===== src/rtl/cmp_pkg.sv =====
// rtl/cmp_pkg.sv - shared types and helpers for the digit-serial magnitude comparator
package cmp_pkg;

    typedef enum logic [1:0] {
        IDLE = 2'd0,
        RUN  = 2'd1,
        DONE = 2'd2
    } cmp_state_e;

    typedef enum logic [1:0] {
        CMP_EQ = 2'd0,
        CMP_LT = 2'd1,
        CMP_GT = 2'd2
    } cmp_res_e;

    // Width of the cycle counter: enough to hold N = width/digit itself.
    function automatic int cycles_width(input int width, input int digit);
        int n;
        n = (digit >= 1) ? (width / digit) : 1;
        if (n < 1) n = 1;
        return $clog2(n) + 1;
    endfunction

endpackage


===== src/rtl/cmp_digit.sv =====
// rtl/cmp_digit.sv - combinational DIGIT-bit unsigned compare
module cmp_digit #(
    parameter int DIGIT = 4
) (
    input  logic [DIGIT-1:0] a_i,
    input  logic [DIGIT-1:0] b_i,
    output logic             eq_o,
    output logic             lt_o,
    output logic             gt_o
);

    assign eq_o = (a_i == b_i);
    assign lt_o = (a_i <  b_i);
    assign gt_o = (a_i >  b_i);

endmodule


===== src/rtl/digit_serial_comparator.sv =====
// rtl/digit_serial_comparator.sv - MSB-first digit-serial comparator; CMP_SIGNED_EN adds is_signed
module digit_serial_comparator
    import cmp_pkg::*;
#(
    parameter int WIDTH      = 16,
    parameter int DIGIT      = 4,
    parameter int EARLY_EXIT = 1
) (
    input  logic                                  clk,
    input  logic                                  rst_n,
    input  logic                                  start,
    input  logic [WIDTH-1:0]                      a,
    input  logic [WIDTH-1:0]                      b,
`ifdef CMP_SIGNED_EN
    input  logic                                  is_signed,
`endif
    output logic                                  ready,
    output logic                                  busy,
    output logic                                  done,
    output logic                                  equal,
    output logic                                  lesser,
    output logic                                  greater,
    output logic [cycles_width(WIDTH, DIGIT)-1:0] cycles
);

    localparam int N  = (DIGIT >= 1) ? (WIDTH / DIGIT) : 1;
    localparam int CW = cycles_width(WIDTH, DIGIT);
    localparam logic [CW-1:0] LAST_IDX = CW'(N - 1);

    if (DIGIT < 1 || (WIDTH % DIGIT) != 0) begin : g_bad_params
        $fatal(1, "digit_serial_comparator: WIDTH must be a positive multiple of DIGIT");
    end

    cmp_state_e       state_q;
    logic [WIDTH-1:0] a_sh_q;
    logic [WIDTH-1:0] b_sh_q;
    logic [CW-1:0]    idx_q;
    logic [CW-1:0]    cycles_q;
    logic             decided_q;
    logic             equal_q;
    logic             lesser_q;
    logic             greater_q;

    logic [WIDTH-1:0] a_load;
    logic [WIDTH-1:0] b_load;
    logic             d_eq;
    logic             d_lt;
    logic             d_gt;
    cmp_res_e         digit_res;

`ifdef CMP_SIGNED_EN
    // Flipping the sign bit maps two's complement onto offset binary, so the
    // unsigned digit compare then yields the signed order.
    localparam logic [WIDTH-1:0] MSB_MASK = WIDTH'(1) << (WIDTH - 1);
    assign a_load = is_signed ? (a ^ MSB_MASK) : a;
    assign b_load = is_signed ? (b ^ MSB_MASK) : b;
`else
    assign a_load = a;
    assign b_load = b;
`endif

    cmp_digit #(
        .DIGIT (DIGIT)
    ) u_cmp_digit (
        .a_i  (a_sh_q[WIDTH-1 -: DIGIT]),
        .b_i  (b_sh_q[WIDTH-1 -: DIGIT]),
        .eq_o (d_eq),
        .lt_o (d_lt),
        .gt_o (d_gt)
    );

    // Encode the current top-digit comparison as a single result value.
    always_comb begin
        digit_res = CMP_EQ;
        if (!d_eq) begin
            if (d_lt)      digit_res = CMP_LT;
            else if (d_gt) digit_res = CMP_GT;
        end
    end

    // Control FSM plus operand shifters and result registers.
    always_ff @(posedge clk or negedge rst_n) begin
        if (!rst_n) begin
            state_q   <= IDLE;
            a_sh_q    <= '0;
            b_sh_q    <= '0;
            idx_q     <= '0;
            cycles_q  <= '0;
            decided_q <= 1'b0;
            equal_q   <= 1'b0;
            lesser_q  <= 1'b0;
            greater_q <= 1'b0;
        end else begin
            case (state_q)
                IDLE: begin
                    if (start) begin
                        a_sh_q    <= a_load;
                        b_sh_q    <= b_load;
                        idx_q     <= '0;
                        cycles_q  <= '0;
                        decided_q <= 1'b0;
                        equal_q   <= 1'b0;
                        lesser_q  <= 1'b0;
                        greater_q <= 1'b0;
                        state_q   <= RUN;
                    end
                end
                RUN: begin
                    a_sh_q   <= a_sh_q << DIGIT;
                    b_sh_q   <= b_sh_q << DIGIT;
                    idx_q    <= idx_q + CW'(1);
                    cycles_q <= cycles_q + CW'(1);
                    // Only the most significant mismatch decides the result.
                    if (!decided_q && digit_res != CMP_EQ) begin
                        lesser_q  <= (digit_res == CMP_LT);
                        greater_q <= (digit_res == CMP_GT);
                        decided_q <= 1'b1;
                        if (EARLY_EXIT != 0) state_q <= DONE;
                    end
                    if (idx_q == LAST_IDX) begin
                        if (!decided_q && digit_res == CMP_EQ) equal_q <= 1'b1;
                        state_q <= DONE;
                    end
                end
                DONE: begin
                    state_q <= IDLE;
                end
                default: begin
                    state_q <= IDLE;
                end
            endcase
        end
    end

    assign ready   = (state_q == IDLE);
    assign busy    = (state_q == RUN);
    assign done    = (state_q == DONE);
    assign equal   = equal_q;
    assign lesser  = lesser_q;
    assign greater = greater_q;
    assign cycles  = cycles_q;

endmodule


===== config.mk =====
export PLATFORM = sky130hd
export DESIGN_NAME = digit_serial_comparator
export DESIGN_NICKNAME = d
export VERILOG_FILES = /design/src/rtl/cmp_pkg.sv /design/src/rtl/cmp_digit.sv /design/src/rtl/digit_serial_comparator.sv
export SDC_FILE = /design/constraint.sdc
export NUM_CORES = 1
export LEC_CHECK = 0
export CORE_MARGIN = 2
export CORE_UTILIZATION = 48
export CTS_BUF_LIST = sky130_fd_sc_hd__clkbuf_2
export DETAILED_ROUTE_END_ITERATION = 8
export PLACE_DENSITY = 0.78
export SYNTH_ARGS = -nofsm -noshare
export SYNTH_HDL_FRONTEND = slang
export SYNTH_SLANG_ARGS = --single-unit

===== constraint.sdc =====
create_clock -name clk -period 1.6 [get_ports clk]
set_clock_uncertainty 0.05 [all_clocks]
set_input_delay 0.24 -clock clk [delete_from_list [all_inputs] [get_ports clk]]
set_output_delay 0.24 -clock clk [all_outputs]
set_load 0.05 [all_outputs]

==> impl_metrics.env, run 1 <==
export IMPL_status="complete, but fails checks"
export IMPL_violations="negative setup slack"
export IMPL_nNetsFinal=331
export IMPL_initial_core_util=0.502
export IMPL_r2r_start="b_sh_q[15]"
export IMPL_fp_dieArea_sq_um=5140
export IMPL_diodes=0
export IMPL_design_area_sq_um=3080
export IMPL_period_needed_ns=1.64
export IMPL_drc=0
export IMPL_wl_um=5780
export IMPL_rsz0062_at_grt="yes"
export IMPL_slew_viol_final=0
export IMPL_grt_overflow=0
export IMPL_dp_hpwl_um=3450
export IMPL_core_area_sq_um=4380
export IMPL_async_flop_share=1.00
export IMPL_timing_hold_worst_class="in -> async"
export IMPL_cts_made_buffers=5
export IMPL_io_pins=44
export IMPL_antenna_found_initial=0
export IMPL_n_fill_cell=326
export IMPL_synth_seq_area_share=0.500
export IMPL_clockRootBuffer="clkbuf_2"
export IMPL_worstPathRequired_ns=1.31
export IMPL_path_clk_slew_ns=0.23
export IMPL_drtIter0Drc=177
export IMPL_synth_avg_cell_area_sq_um=9.83
export IMPL_drive_gt1_frac=0.234
export IMPL_grt_pass1_vias=1979
export IMPL_cp_arrival_ns=1.35
export IMPL_setup_viol_count_final=2
export IMPL_clock_sinks=44
export IMPL_tns_ns=-0.0552
export IMPL_criticalPathCategory="reg -> out"
export IMPL_leakage_uw=0.00136
export IMPL_syn2layout_area_growth_pct=40.1
export IMPL_synth_seq_cells=44
export IMPL_irDropWorstVdd_v=0.000957
export IMPL_dr_pass1_iters=4
export IMPL_p_per_area_nw_per_um2=1810
export IMPL_ff2ff_setup_slack_ns=0.05
export IMPL_gr_usage_all_layers=0.247
export IMPL_synth_area_sq_um=2200
export IMPL_period_share=1.03
export IMPL_port_buffers=43
export IMPL_critPathMaxFanout=7
export IMPL_placed_area_sq_um=2790
export IMPL_hold_viol_final=0
export IMPL_grt_max_degree=27
export IMPL_timing_rr_end="greater"
export IMPL_synth_distinct_cells=29
export IMPL_fp_dieW_um=71.7
export IMPL_startpoint_type="flip-flop"
export IMPL_num_rows=24
export IMPL_ys_flop_type="dfrtp_1"
export IMPL_detailroute_via_count=1936
export IMPL_syn_inst=224
export IMPL_synth_edf_count=0
export IMPL_max_cap_violations=0
export IMPL_wire_per_inst_um=16.9
export IMPL_globalplace_congestion=0.774
export IMPL_utilization=0.703
export IMPL_max_freq_mhz=610
export IMPL_htree_levels=2
export IMPL_relSlewSlack=0.678
export IMPL_cts_tree="yes"
export IMPL_viasPerCell=5.66
export IMPL_startpoint="state_q[0]"
export IMPL_syn_nets=266
export IMPL_tightest_slew_ns=0.482
export IMPL_die_h_um=71.7
export IMPL_worst_slack_ns=-0.0404
export IMPL_grt_pass1_wl_um=9710
export IMPL_drt_antenna_violating_nets=0
export IMPL_ctsLongestPathBuffers=2
export IMPL_cp_end_kind="primary output"
export IMPL_insertion_delay_ns=0.43
export IMPL_reg2reg_depth=6
export IMPL_ys_warn_count=0
worst max-delay path by stage:
stage | to | cells past startpoint
detailed placement | b_sh_q[8] | 5
CTS | busy | 4
global route | done | 3
global placement | b_sh_q[8] | 5
floorplan | greater | 5
finish | done | 3
synth_stat cells, types with 6 or more instances:
| cell | instances | area share |
|---|---|---|
| o21ai_0 | 32 | 0.073 |
| dfrtp_1 | 44 | 0.50 |
| nor2b_1 | 21 | 0.060 |
| buf_2 | 6 | 0.014 |
| a22oi_1 | 24 | 0.082 |
| a22o_1 | 6 | 0.024 |
| ha_1 | 7 | 0.040 |
| nand2_1 | 17 | 0.029 |
| nor2_1 | 7 | 0.012 |
| clkbuf_1 | 7 | 0.012 |
| a21oi_1 | 24 | 0.055 |
| inv_1 | 6 | 0.010 |
critical path, cell delays in order (launching register included):
cell and delay (ns):
dfrtp_2 0.50, buf_12 0.16, nor2b_4 0.12, buf_12 0.14
logic make-up (layout without fill, tap and decap cells):
logic type | after synthesis | in the layout | synth area share
multiplexers | 2 | 2 | 0.0114
adder cells (fa/ha/maj) | 7 | 7 | 0.0398
flip-flops | 44 | 44 | 0.500
buffers and inverters | 24 | 90 | 0.0529
AND/OR/NAND/NOR | 54 | 54 | 0.139
AO/OA/AOI/OAI | 93 | 93 | 0.257
per-stage QoR:
| stage | cells | hold slack (ns) | power, uW | worst slack [ns] |
|---|---|---|---|---|
| 2_1_floorplan | 224 | -0.106 | 3480 | 0.0276 |
| 3_3_place_gp | 317 | 0.157 | 4340 | -0.0262 |
| 3_5_place_dp | 317 | 0.172 | 4430 | -0.0614 |
| 4_1_cts | 339 | 0.210 | 5330 | -0.0705 |
| 5_1_grt | 342 | 0.215 | 5950 | -0.0971 |
| 6_report | 342 | 0.213 | 5580 | -0.0404 |
final cells by class:
| cell class | instances | area, sq um | area share |
|---|---|---|---|
| clock inverters | 3 | 13.8 | 0.00446 |
| repair buffers | 75 | 787 | 0.255 |
| inverters | 7 | 31.3 | 0.0101 |
| well taps | 52 | 65.1 | 0.0211 |
| flip-flops and latches | 44 | 1100 | 0.358 |
| clock buffers | 5 | 25.0 | 0.00811 |
| multi-input cells | 156 | 1060 | 0.343 |
repair_timing:
action	CTS	global route
hold buffers	1	0
setup buffers	11	4
endpoints found under the hold margin	18	0
endpoints found under the setup margin	4	14
cloned	2	0
resized for setup	9	13
pin swaps	2	5
cells in the final DEF (no fill, tap or decap), types with 2 or more instances in the layout:
| cell type | count |
|---|---|
| a22oi_1 | 24 |
| ha_4 | 4 |
| nor2_1 | 5 |
| a22o_1 | 6 |
| clkdlybuf4s50_1 | 33 |
| o21ai_1 | 2 |
| and2b_1 | 2 |
| dfrtp_1 | 42 |
| a2bb2oi_1 | 3 |
| nor2b_4 | 2 |
| a21oi_1 | 24 |
| clkinv_2 | 2 |
| inv_2 | 3 |
| ha_1 | 3 |
| nand2_1 | 16 |
| dfrtp_2 | 2 |
| nor2b_1 | 19 |
| nand2b_4 | 2 |
| bufbuf_16 | 2 |
| buf_4 | 30 |
| inv_1 | 3 |
| clkbuf_2 | 5 |
| o21ai_0 | 31 |
| buf_12 | 7 |
per-layer routing:
layer,track usage,vias up,wire (um)
met3,0.0506,6,318
li1,-,931,-
met2,0.374,68,2720
met5,0,-,0
met4,0.0922,0,79
met1,0.351,931,2670
power breakdown:
group | internal [uW] | switching, uW
logic | 1600 | 1530
registers | 1580 | 390
clock network | 98.0 | 379
registers in the layout (all words and copies together) (netlist names):
| register | count |
|---|---|
| idx_q | 3 |
| decided_q | 1 |
| equal | 1 |
| a_sh_q | 16 |
| cycles | 3 |
| b_sh_q | 16 |
| state_q | 2 |
| lesser | 1 |
| greater | 1 |
No activity file was read; power rests on OpenSTA's default activity.
==> run 2: changes to the inputs <==
--- a/config.mk
+++ b/config.mk
@@ -5,11 +5,12 @@
 export SDC_FILE = /design/constraint.sdc
 export NUM_CORES = 1
 export LEC_CHECK = 0
+export CAP_MARGIN = 20
 export CORE_MARGIN = 2
 export CORE_UTILIZATION = 48
 export CTS_BUF_LIST = sky130_fd_sc_hd__clkbuf_2
 export DETAILED_ROUTE_END_ITERATION = 8
-export PLACE_DENSITY = 0.78
+export PLACE_DENSITY = 0.82
 export SYNTH_ARGS = -nofsm -noshare
 export SYNTH_HDL_FRONTEND = slang
 export SYNTH_SLANG_ARGS = --single-unit
==> run 2 against run 1 <==
Net effect:
- the flow still finishes with violations (negative setup slack)
- routed wire length is 4.1% lower
- global-route usage is 1.4 points lower
- maximum frequency is 0.30% higher
- die area stayed put
- sequential share of layout area is 0.49 points higher
- core utilization is 0.94 points lower
- via count is 0.10% lower
- non-clock buffer count is 2 higher
- largest power group unchanged
==> impl_metrics.env, run 2 (synthesized netlist as in run 1, its figures left out) <==
export IMPL_status="complete, but fails checks"
export IMPL_violations="negative setup slack"
export IMPL_port_buffers=43
export IMPL_max_freq_mhz=611
export IMPL_detailroute_via_count=1934
export IMPL_period_needed_ns=1.64
export IMPL_ctsLongestPathBuffers=2
export IMPL_wl_um=5550
export IMPL_relSlewSlack=0.622
export IMPL_htree_levels=2
export IMPL_placedCellCount=319
export IMPL_tightest_slew_ns=0.567
export IMPL_setup_viol_count_final=2
export IMPL_max_cap_violations=0
export IMPL_grt_overflow=0
export IMPL_timing_rr_end="greater"
export IMPL_crit_chain="buf_6, nor2b_4, buf_12"
export IMPL_diodes=0
export IMPL_n_fill_cell=325
export IMPL_nNetsFinal=333
export IMPL_drc=0
export IMPL_cp_arrival_ns=1.35
export IMPL_syn2layout_area_growth_pct=38.3
export IMPL_cts_tree="yes"
export IMPL_leakage_uw=0.00135
export IMPL_irDropWorstVdd_v=0.000839
export IMPL_fin_cells=343
export IMPL_clockRootBuffer="clkbuf_2"
export IMPL_slew_viol_final=0
export IMPL_period_share=1.02
export IMPL_viasPerCell=5.64
export IMPL_cp_end_kind="primary output"
export IMPL_fp_dieW_um=71.7
export IMPL_top_regs="a_sh_q (16), b_sh_q (16)"
export IMPL_drt_antenna_violating_nets=0
export IMPL_grt_pass1_vias=1928
export IMPL_globalplace_congestion=0.845
export IMPL_hold_viol_final=0
export IMPL_final_cell_mix="dfrtp_1, clkdlybuf4s50_1, o21ai_0, buf_4"
export IMPL_reg2reg_depth=6
export IMPL_grt_max_degree=45
export IMPL_grt_pass1_wl_um=9200
export IMPL_critPathMaxFanout=4
export IMPL_drtIter0Drc=212
export IMPL_startpoint_type="flip-flop"
export IMPL_die_h_um=71.7
export IMPL_ff2ff_setup_slack_ns=0.03
export IMPL_insertion_delay_ns=0.40
export IMPL_p_per_area_nw_per_um2=1770
export IMPL_wire_per_inst_um=16.2
export IMPL_dr_pass1_iters=5
export IMPL_cts_made_buffers=5
export IMPL_slowest_stage="dfrtp_2"
export IMPL_core_area_sq_um=4380
export IMPL_drive_gt1_frac=0.216
export IMPL_num_rows=24
export IMPL_criticalPathCategory="reg -> out"
export IMPL_r2r_start="b_sh_q[14]"
export IMPL_path_clk_slew_ns=0.21
export IMPL_antenna_found_initial=0
export IMPL_timing_hold_worst_class="in -> async"
export IMPL_gr_usage_all_layers=0.233
export IMPL_utilization=0.694
export IMPL_tns_ns=-0.0487
export IMPL_initial_core_util=0.502
export IMPL_rsz0062_at_grt="yes"
export IMPL_worst_slack_ns=-0.0355
export IMPL_fp_dieArea_sq_um=5140
export IMPL_finalHoldWorstSlack_ns=0.358
export IMPL_clock_sinks=44
export IMPL_final_common_cell="dfrtp_1"
export IMPL_dp_hpwl_um=3570
export IMPL_max_stage_delay_ns=0.52
export IMPL_io_pins=44
export IMPL_worstPathRequired_ns=1.31
-- run 2: changes by cell type in the layout (fill, tap and decap cells not counted), moves of 2 or more --
cell / before / now
clkinv_2: 2 / 0
ha_1: 3 / 5
buf_6: 1 / 3
ha_4: 4 / 2
inv_2: 3 / 1
inv_1: 3 / 5
buf_8: 0 / 2
buf_12: 7 / 5
-- run 2: worst max-delay path, delay by kind of cell (launching register included) --
kind	cells	cell delay, ns
DFF	1	0.52
and+or+nand+nor	1	0.13
buffers and inverters	2	0.29
-- run 2: final cells by class --
class	count	area, sq um	area share
flip-flops and latches	44	1100	0.363
repair buffers	77	774	0.255
well taps	52	65.1	0.0214
clock buffers	5	25.0	0.00822
inverters	7	31.3	0.0103
clock inverters	2	7.51	0.00247
multi-input cells	156	1040	0.340
-- run 2: how the worst max path moves through the flow --
| stage | start | slack, ns | end |
|---|---|---|---|
| 4_1_cts | state_q[1] | -0.03 | busy |
| 3_3_place_gp | start | -0.009 | b_sh_q[8] |
| 5_1_grt | state_q[0] | -0.13 | done |
| 6_report | state_q[0] | -0.04 | done |
| 3_5_place_dp | start | -0.01 | b_sh_q[8] |
| 2_1_floorplan | a_sh_q[14] | 0.03 | greater |
-- run 2: where the power goes --
part | switching (uW) | internal [uW] | leakage [uW] | total [uW]
clock | 350 | 90.2 | 0.0000239 | 440
sequential | 401 | 1580 | 0.000561 | 1980
combinational | 1470 | 1500 | 0.000765 | 2970
-- run 2: timing repair --
action,in CTS,in global routing
pin swaps,0,5
hold buffers,1,0
gates cloned,1,0
setup endpoints to repair,5,6
resized for setup,17,7
endpoints found under the hold margin,44,0
setup buffers,9,9
-- run 2: routing by layer --
metal  routed length (um)  up-vias  GRT usage  share of wire
li1                     -      935          -              -
met1                 2410      929      0.322           0.43
met2                 2720       62      0.354           0.49
met3                  335        8     0.0689          0.060
met4                   82        0     0.0755          0.015
met5                    0        -          0              0
-- run 2: stage by stage --
step           power [uW]  worst slack [ns]  area (sq um)
2_1_floorplan        3480            0.0276          2210
3_3_place_gp         4380          -0.00870          2790
3_5_place_dp         4480           -0.0133          2790
4_1_cts              5240           -0.0329          2960
5_1_grt              5820            -0.126          3040
6_report             5400           -0.0355          3040
==> run 3: changes to the inputs <==
--- a/config.mk
+++ b/config.mk
@@ -5,6 +5,7 @@
 export SDC_FILE = /design/constraint.sdc
 export NUM_CORES = 1
 export LEC_CHECK = 0
+export ABC_AREA = 0
 export CAP_MARGIN = 20
 export CORE_MARGIN = 2
 export CORE_UTILIZATION = 48
==> results of run 3 <==
Same layout as run 2: the final DEF is identical, and so are final timing and power.
